**config.mk**
```make
export PLATFORM = sky130hd
export DESIGN_NAME = pipe_hazard_ctrl_flat
export DESIGN_NICKNAME = d
export VERILOG_FILES = /design/src/rtl/pipe_hazard_ctrl_pkg.sv /design/src/rtl/pipe_hazard_ctrl_if.sv /design/src/rtl/pipe_hazard_ctrl_load_use_detect.sv /design/src/rtl/pipe_hazard_ctrl.sv /design/src/flat_wrapper.sv
export SDC_FILE = /design/constraint.sdc
export NUM_CORES = 1
export LEC_CHECK = 0
export ABC_CLOCK_PERIOD_IN_PS = 4950
export BUFFER_PORTS_ARGS = -buffer_cell sky130_fd_sc_hd__buf_2
export CORE_MARGIN = 3
export CORE_UTILIZATION = 28
export DETAILED_ROUTE_END_ITERATION = 6
export SLEW_MARGIN = 20
export SYNTH_ARGS = -nofsm -noshare
export SYNTH_HDL_FRONTEND = slang
export SYNTH_HIERARCHICAL = 1
export SYNTH_SLANG_ARGS = --single-unit
export TNS_END_PERCENT = 100
```
**constraint.sdc**
```tcl
create_clock -name clk -period 4.95 [get_ports clk]
set_clock_uncertainty 0.15 [all_clocks]
set_input_delay 0 -clock clk [delete_from_list [all_inputs] [get_ports clk]]
set_output_delay 0 -clock clk [all_outputs]
set_load 0.01 [all_outputs]
```
**src/rtl/pipe_hazard_ctrl_pkg.sv**
```systemverilog
// Shared types for the pipeline hazard controller: FSM state encoding and
// the bundle of per-stage write/flush controls with its canonical patterns.
package pipe_hazard_ctrl_pkg;

  localparam int STATE_W = 2;

  typedef enum logic [STATE_W-1:0] {
    ST_RUN      = 2'b00,
    ST_FLUSH    = 2'b01,
    ST_MEM_WAIT = 2'b10
  } ctrl_state_e;

  typedef struct packed {
    logic pc_write;
    logic if_id_write;
    logic id_ex_write;
    logic ex_mem_write;
    logic if_id_flush;
    logic id_ex_flush;
    logic mem_wb_bubble;
  } ctrl_out_t;

  localparam ctrl_out_t CTRL_RUN        = '{1'b1, 1'b1, 1'b1, 1'b1, 1'b0, 1'b0, 1'b0};
  localparam ctrl_out_t CTRL_FREEZE     = '{1'b0, 1'b0, 1'b0, 1'b0, 1'b0, 1'b0, 1'b1};
  localparam ctrl_out_t CTRL_BRANCH     = '{1'b1, 1'b1, 1'b1, 1'b1, 1'b1, 1'b1, 1'b0};
  localparam ctrl_out_t CTRL_FLUSH_HOLD = '{1'b1, 1'b1, 1'b1, 1'b1, 1'b1, 1'b0, 1'b0};
  localparam ctrl_out_t CTRL_LOAD_USE   = '{1'b0, 1'b0, 1'b1, 1'b1, 1'b0, 1'b1, 1'b0};
  localparam ctrl_out_t CTRL_RESET      = '{1'b0, 1'b0, 1'b0, 1'b0, 1'b1, 1'b1, 1'b1};

endpackage

```
**src/rtl/pipe_hazard_ctrl_if.sv**
```systemverilog
// Hazard-controller bus: pipeline-side hazard inputs plus the stage controls
// returned to the pipeline registers.
interface pipe_hazard_ctrl_if
  import pipe_hazard_ctrl_pkg::*;
#(
  parameter int REG_AW = 5
);
  logic [REG_AW-1:0]  id_rs;
  logic [REG_AW-1:0]  id_rt;
  logic               id_uses_rt;
  logic               ex_mem_read;
  logic [REG_AW-1:0]  ex_rt;
  logic               ex_branch_taken;
  logic               mem_req;
  logic               mem_ready;

  logic               pc_write;
  logic               if_id_write;
  logic               id_ex_write;
  logic               ex_mem_write;
  logic               if_id_flush;
  logic               id_ex_flush;
  logic               mem_wb_bubble;
  logic [STATE_W-1:0] ctrl_state;
  logic               mem_timeout;

  modport master (
    output id_rs, id_rt, id_uses_rt, ex_mem_read, ex_rt, ex_branch_taken, mem_req, mem_ready,
    input  pc_write, if_id_write, id_ex_write, ex_mem_write, if_id_flush, id_ex_flush,
           mem_wb_bubble, ctrl_state, mem_timeout
  );

  modport slave (
    input  id_rs, id_rt, id_uses_rt, ex_mem_read, ex_rt, ex_branch_taken, mem_req, mem_ready,
    output pc_write, if_id_write, id_ex_write, ex_mem_write, if_id_flush, id_ex_flush,
           mem_wb_bubble, ctrl_state, mem_timeout
  );

endinterface

```
**src/rtl/pipe_hazard_ctrl_load_use_detect.sv**
```systemverilog
// Load-use comparator: the load in EX writes a register the ID instruction
// reads. Register 0 is hardwired and never creates a dependency.
module load_use_detect #(
  parameter int REG_AW = 5
) (
  input  logic [REG_AW-1:0] id_rs_i,
  input  logic [REG_AW-1:0] id_rt_i,
  input  logic              id_uses_rt_i,
  input  logic              ex_mem_read_i,
  input  logic [REG_AW-1:0] ex_rt_i,
  output logic              hazard_o
);

  assign hazard_o = ex_mem_read_i && (ex_rt_i != '0) &&
                    ((ex_rt_i == id_rs_i) || (id_uses_rt_i && (ex_rt_i == id_rt_i)));

endmodule

```
**src/rtl/pipe_hazard_ctrl.sv**
```systemverilog
// Stall/flush sequencer for the 5-stage pipeline (MEM wait > taken branch > load-use).
// Define PIPE_HAZARD_STATS_EN to add saturating stall/flush/timeout counters.
module pipe_hazard_ctrl
  import pipe_hazard_ctrl_pkg::*;
#(
  parameter int REG_AW       = 5,
  parameter int FLUSH_CYCLES = 1,
  parameter int MEM_WAIT_MAX = 15,
  parameter int CNT_W        = 16
) (
  input  logic               clk,
  input  logic               rst,
  pipe_hazard_ctrl_if.slave  bus
`ifdef PIPE_HAZARD_STATS_EN
  ,
  output logic [CNT_W-1:0]   stall_cycles_o,
  output logic [CNT_W-1:0]   flush_events_o,
  output logic [CNT_W-1:0]   timeout_events_o
`endif
);

  localparam logic [CNT_W-1:0] WAIT_MAX_C   = CNT_W'(MEM_WAIT_MAX);
  localparam logic [CNT_W-1:0] FLUSH_LAST_C = CNT_W'(FLUSH_CYCLES - 1);
  localparam logic [CNT_W-1:0] ONE_C        = CNT_W'(1);

  function automatic logic [CNT_W-1:0] sat_inc(input logic [CNT_W-1:0] v);
    return (&v) ? v : v + ONE_C;
  endfunction

  ctrl_state_e      state_q, state_d;
  logic [CNT_W-1:0] wait_cnt_q, wait_cnt_d;
  logic [CNT_W-1:0] flush_cnt_q, flush_cnt_d;
  logic             timeout_q, timeout_d;
  ctrl_out_t        ctrl;
  ctrl_out_t        ctrl_out;
  logic             hazard;
  logic             mem_stall;
  logic             branch_go;
  logic             timeout_hit;

  load_use_detect #(.REG_AW(REG_AW)) u_load_use (
    .id_rs_i       (bus.id_rs),
    .id_rt_i       (bus.id_rt),
    .id_uses_rt_i  (bus.id_uses_rt),
    .ex_mem_read_i (bus.ex_mem_read),
    .ex_rt_i       (bus.ex_rt),
    .hazard_o      (hazard)
  );

  assign mem_stall = bus.mem_req && !bus.mem_ready;

  always_comb begin
    state_d     = state_q;
    wait_cnt_d  = wait_cnt_q;
    flush_cnt_d = flush_cnt_q;
    timeout_d   = timeout_q;
    ctrl        = CTRL_RUN;
    branch_go   = 1'b0;
    timeout_hit = 1'b0;
    case (state_q)
      ST_RUN: begin
        if (mem_stall) begin
          ctrl       = CTRL_FREEZE;
          state_d    = ST_MEM_WAIT;
          wait_cnt_d = ONE_C;
        end else if (bus.ex_branch_taken) begin
          branch_go = 1'b1;
        end else if (hazard) begin
          ctrl = CTRL_LOAD_USE;
        end
      end
      ST_FLUSH: begin
        if (mem_stall) begin
          ctrl       = CTRL_FREEZE;
          state_d    = ST_MEM_WAIT;
          wait_cnt_d = ONE_C;
        end else begin
          ctrl = CTRL_FLUSH_HOLD;
          if (flush_cnt_q == FLUSH_LAST_C) state_d = ST_RUN;
          else flush_cnt_d = sat_inc(flush_cnt_q);
        end
      end
      ST_MEM_WAIT: begin
        // Timeout releases exactly like a ready; the branch still sitting in EX is re-evaluated here.
        if (bus.mem_ready || (wait_cnt_q == WAIT_MAX_C)) begin
          state_d     = ST_RUN;
          timeout_hit = !bus.mem_ready;
          if (timeout_hit) timeout_d = 1'b1;
          branch_go   = bus.ex_branch_taken;
        end else begin
          ctrl       = CTRL_FREEZE;
          wait_cnt_d = sat_inc(wait_cnt_q);
        end
      end
      default: state_d = ST_RUN;
    endcase
    if (branch_go) begin
      ctrl = CTRL_BRANCH;
      if (FLUSH_CYCLES > 1) begin
        state_d     = ST_FLUSH;
        flush_cnt_d = ONE_C;
      end
    end
  end

  always_ff @(posedge clk) begin
    if (rst) begin
      state_q     <= ST_RUN;
      wait_cnt_q  <= '0;
      flush_cnt_q <= '0;
      timeout_q   <= 1'b0;
    end else begin
      state_q     <= state_d;
      wait_cnt_q  <= wait_cnt_d;
      flush_cnt_q <= flush_cnt_d;
      timeout_q   <= timeout_d;
    end
  end

  assign ctrl_out          = rst ? CTRL_RESET : ctrl;
  assign bus.pc_write      = ctrl_out.pc_write;
  assign bus.if_id_write   = ctrl_out.if_id_write;
  assign bus.id_ex_write   = ctrl_out.id_ex_write;
  assign bus.ex_mem_write  = ctrl_out.ex_mem_write;
  assign bus.if_id_flush   = ctrl_out.if_id_flush;
  assign bus.id_ex_flush   = ctrl_out.id_ex_flush;
  assign bus.mem_wb_bubble = ctrl_out.mem_wb_bubble;
  assign bus.ctrl_state    = rst ? ST_RUN : state_q;
  assign bus.mem_timeout   = rst ? 1'b0 : timeout_q;

`ifdef PIPE_HAZARD_STATS_EN
  logic [CNT_W-1:0] stall_cycles_q, flush_events_q, timeout_events_q;

  always_ff @(posedge clk) begin
    if (rst) begin
      stall_cycles_q   <= '0;
      flush_events_q   <= '0;
      timeout_events_q <= '0;
    end else begin
      if (!ctrl.pc_write) stall_cycles_q   <= sat_inc(stall_cycles_q);
      if (branch_go)      flush_events_q   <= sat_inc(flush_events_q);
      if (timeout_hit)    timeout_events_q <= sat_inc(timeout_events_q);
    end
  end

  assign stall_cycles_o   = stall_cycles_q;
  assign flush_events_o   = flush_events_q;
  assign timeout_events_o = timeout_events_q;
`endif

endmodule

```
**src/flat_wrapper.sv**
```systemverilog
// flat-port wrapper written by rule: the top's interface ports become plain ports
module pipe_hazard_ctrl_flat import pipe_hazard_ctrl_pkg::*;
#(
  parameter int REG_AW       = 5,
  parameter int FLUSH_CYCLES = 1,
  parameter int MEM_WAIT_MAX = 15,
  parameter int CNT_W        = 16
)
  (clk, rst, bus_id_rs, bus_id_rt, bus_id_uses_rt, bus_ex_mem_read, bus_ex_rt, bus_ex_branch_taken, bus_mem_req, bus_mem_ready, bus_pc_write, bus_if_id_write, bus_id_ex_write, bus_ex_mem_write, bus_if_id_flush, bus_id_ex_flush, bus_mem_wb_bubble, bus_ctrl_state, bus_mem_timeout);
  pipe_hazard_ctrl_if #(.REG_AW(REG_AW)) bus_i ();
  input  logic clk;
  input  logic rst;
  input wire logic [$bits(bus_i.id_rs)-1:0] bus_id_rs;
  input wire logic [$bits(bus_i.id_rt)-1:0] bus_id_rt;
  input wire logic [$bits(bus_i.id_uses_rt)-1:0] bus_id_uses_rt;
  input wire logic [$bits(bus_i.ex_mem_read)-1:0] bus_ex_mem_read;
  input wire logic [$bits(bus_i.ex_rt)-1:0] bus_ex_rt;
  input wire logic [$bits(bus_i.ex_branch_taken)-1:0] bus_ex_branch_taken;
  input wire logic [$bits(bus_i.mem_req)-1:0] bus_mem_req;
  input wire logic [$bits(bus_i.mem_ready)-1:0] bus_mem_ready;
  output wire logic [$bits(bus_i.pc_write)-1:0] bus_pc_write;
  output wire logic [$bits(bus_i.if_id_write)-1:0] bus_if_id_write;
  output wire logic [$bits(bus_i.id_ex_write)-1:0] bus_id_ex_write;
  output wire logic [$bits(bus_i.ex_mem_write)-1:0] bus_ex_mem_write;
  output wire logic [$bits(bus_i.if_id_flush)-1:0] bus_if_id_flush;
  output wire logic [$bits(bus_i.id_ex_flush)-1:0] bus_id_ex_flush;
  output wire logic [$bits(bus_i.mem_wb_bubble)-1:0] bus_mem_wb_bubble;
  output wire logic [$bits(bus_i.ctrl_state)-1:0] bus_ctrl_state;
  output wire logic [$bits(bus_i.mem_timeout)-1:0] bus_mem_timeout;
  assign bus_i.id_rs = bus_id_rs;
  assign bus_i.id_rt = bus_id_rt;
  assign bus_i.id_uses_rt = bus_id_uses_rt;
  assign bus_i.ex_mem_read = bus_ex_mem_read;
  assign bus_i.ex_rt = bus_ex_rt;
  assign bus_i.ex_branch_taken = bus_ex_branch_taken;
  assign bus_i.mem_req = bus_mem_req;
  assign bus_i.mem_ready = bus_mem_ready;
  assign bus_pc_write = bus_i.pc_write;
  assign bus_if_id_write = bus_i.if_id_write;
  assign bus_id_ex_write = bus_i.id_ex_write;
  assign bus_ex_mem_write = bus_i.ex_mem_write;
  assign bus_if_id_flush = bus_i.if_id_flush;
  assign bus_id_ex_flush = bus_i.id_ex_flush;
  assign bus_mem_wb_bubble = bus_i.mem_wb_bubble;
  assign bus_ctrl_state = bus_i.ctrl_state;
  assign bus_mem_timeout = bus_i.mem_timeout;
  pipe_hazard_ctrl #(.REG_AW(REG_AW), .FLUSH_CYCLES(FLUSH_CYCLES), .MEM_WAIT_MAX(MEM_WAIT_MAX), .CNT_W(CNT_W)) u_core (.clk(clk), .rst(rst), .bus(bus_i));
endmodule
```
==> impl_metrics.py <==
metrics = {
    "run_status": {
        "status": "finished, final reports clean",
    },
    "drt": {
        "ant_nets": 0,
        "drt-pass1-iter-count": 4,
        "dr_wl_met2_mm": 1.34,
        "vias": 1301,
        "drc": 0,
        "wl_per_cell_um": 13.6,
        "drt_iter0_markers": 99,
        "dr_wl_met3_um": 316,
        "top_layer_used": "met4",
        "met1Wirelength_mm": 1.50,
        "drt_wl_total_mm": 3.19,
        "vias_per_cell": 5.56,
    },
    "worst_setup_path": {
        "cpMaxStageDelayCell": "or4_1",
        "r2r-start": "u_core/wait_cnt_q[0]",
        "worstPathRequired_ps": 4990,
        "cp.arrival_ps": 2530,
        "timing.rr.end": "u_core/wait_cnt_q[7]",
        "r2r_cells": 6,
        "max_stage_delay_ps": 510,
        "endpoint_kind": "flop",
        "rrSetupSlack_ps": 2460,
        "startpoint_type": "flop",
        "cp_max_fo": 12,
        "worstSetupPathType": "reg2reg",
        "crit_chain": "ha_1 > and3_1 > and4_1 > a211o_1 > or4_1 > a31oi_1",
    },
    "synth": {
        "synth_flop_cell": "dfxtp_1",
        "yosysWarnings": 6,
        "yosysSeqAreaShare_pct": 28.5,
        "ys_ff_latch": 18,
        "syn-mean-instance-area_sq_um": 7.99,
        "synth_edf_count": 0,
        "synthCells": 158,
        "synth_cell_types": 43,
        "synth_nets": 181,
        "synth_area_sq_mm": 0.00126,
        "async_flop_share_pct": 0,
    },
    "power_and_ir_drop": {
        "peakVddDrop_v": 0.000160,
        "leakage_nw": 0.569,
        "power_density_mw_per_mm2": 214,
        "power.total_mw": 0.318,
    },
    "die": {
        "num_rows": 23,
        "coreArea_sq_mm": 0.00417,
        "die-area_sq_mm": 0.00535,
        "die_y_um": 73.1,
        "pin_count": 32,
        "die_x_um": 73.1,
        "start_util_pct": 30.3,
    },
    "sta": {
        "setup_viol": 0,
        "timing.final.hold_violations": 0,
        "post-route-period-util_pct": 50.4,
        "rsz0062_at_grt": "false",
        "max-slew-margin-rel_pct": 55.6,
        "finalSetupTns_ps": 0,
        "min_period_ps": 2490,
        "tightest_slew_ps": 666,
        "slew_viol_final": 0,
        "fmax_mhz": 401,
    },
    "grt": {
        "grt.overflow.total": 0,
        "grt_use_total_pct": 12.1,
        "antenna_found_initial": 0,
        "grt_pass1_wl_mm": 5.20,
        "grt_pass1_vias": 1136,
        "grt_max_degree": 23,
    },
    "hold_path": {
        "hold-path-endpoint": "u_core/wait_cnt_q[15]",
        "worstHoldStart": "bus_mem_req",
        "hold_path_class": "in2reg",
        "holdPathStages": 3,
    },
    "clocking": {
        "numCtsBuffers": 3,
        "clock_path_buffers": 2,
        "cts_tree": "built",
        "cts_setup_buffers": 0,
        "clkSlewWorstSetupHoldPaths_ps": 70,
        "cts.sinks": 18,
        "htreeDepth": 1,
        "insertion_delay_ps": 250,
        "root_buffer": "clkbuf_8",
        "cts_hold_buf": 2,
        "post_cts_resized": 0,
    },
    "final_layout": {
        "num-nets-final": 208,
        "mostFrequentLayoutCells": "buf_2 (30), dfxtp_1 (18), nand2_1 (13)",
        "mostFrequentLayoutCell": "buf_2",
        "area_delta_synth_final_pct": 17.6,
        "diodes": 0,
        "drive_gt1_share_pct": 21.2,
    },
    "place": {
        "numPortBuffers": 30,
        "gp_congestion": 0.848,
        "dpl.hpwl_mm": 2.32,
    },
    "flow_run": {
        "maxCapViolations": 0,
    },
}
[how the worst max path moves through the flow]
stage,from,endpoint,slack [ps],cells past startpoint
detailed placement,u_core/wait_cnt_q[0],u_core/wait_cnt_q[5],2490,6
global placement,u_core/wait_cnt_q[0],u_core/wait_cnt_q[5],2540,6
finish,u_core/wait_cnt_q[0],u_core/wait_cnt_q[7],2460,6
CTS,u_core/wait_cnt_q[0],u_core/wait_cnt_q[3],2470,6
floorplan,u_core/wait_cnt_q[0],u_core/wait_cnt_q[13],2610,8
global route,u_core/wait_cnt_q[0],u_core/wait_cnt_q[5],2320,6
[critical path: cells and delay by family (launching register included)]
kind,cells,cell delay (ps)
AOI/OAI and AO/OA,2,630
DFF,1,350
and+or+nand+nor,3,1040
adders and majority gates,1,250
[layer usage]
layer | GRT usage [%] | up-vias
met1 | 16.5 | 580
li1 | - | 655
met2 | 18.3 | 62
met5 | 0 | -
met4 | 3.69 | 0
met3 | 3.44 | 4
[logic make-up after synthesis]
group	after synthesis	synth area share [%]
simple gates	73	33.4
compound gates	39	21.8
flops	18	28.5
buf+inv	14	6.34
xor+xnor	10	6.94
mux	2	1.68
fa+ha+maj	1	0.991
other cells	1	0.297
[sequential cells by signal, indices dropped and copies added (netlist names)]
| name | flops |
|---|---|
| u_core/state_q | 1 |
| u_core/timeout_q | 1 |
| u_core/wait_cnt_q | 16 |
[through the flow]
| stage | worst slack [ps] | cell area, sq um | instances | util, % | hold WS (ps) |
|---|---|---|---|---|---|
| floorplan | 2610 | 1260 | 158 | - | -6.31 |
| global placement | 2540 | 1410 | 228 | 33.8 | 188 |
| detailed placement | 2490 | 1410 | 228 | 33.8 | 200 |
| CTS | 2470 | 1490 | 234 | 35.6 | 45.6 |
| global route | 2320 | 1490 | 234 | 35.6 | 104 |
| finish | 2460 | 1490 | 234 | 35.6 | 42.2 |
[final cells by class]
type                    count  area (sq um)
clock buffers               4          55.1
fillers                   420          2690
inverters                   4          15.0
multi-input cells         126           822
flip-flops and latches     18           360
well taps                  50          62.6
repair buffers             32           170
[synthesized netlist by cell type, types with 4 or more instances]
| library cell | n | area share (%) |
|---|---|---|
| a31oi_1 | 5 | 2.5 |
| nor4_1 | 6 | 3.0 |
| dfxtp_1 | 18 | 29 |
| xor2_1 | 7 | 4.9 |
| nor2_1 | 8 | 2.4 |
| nand3_1 | 11 | 4.4 |
| o21ai_0 | 5 | 2.0 |
| nor2b_1 | 4 | 2.0 |
| a21oi_1 | 9 | 3.6 |
| inv_1 | 4 | 1.2 |
| and4_1 | 6 | 4.2 |
| or4_1 | 5 | 3.0 |
| nand4_1 | 5 | 2.5 |
| nand2_1 | 13 | 3.9 |
| nor3_1 | 5 | 2.0 |
| clkbuf_1 | 4 | 1.2 |
[power breakdown]
| part | switching (mW) | internal (mW) |
|---|---|---|
| registers | 0.00346 | 0.146 |
| clock network | 0.0498 | 0.0707 |
| logic | 0.0268 | 0.0206 |
No activity file was read; power rests on OpenSTA's default activity.
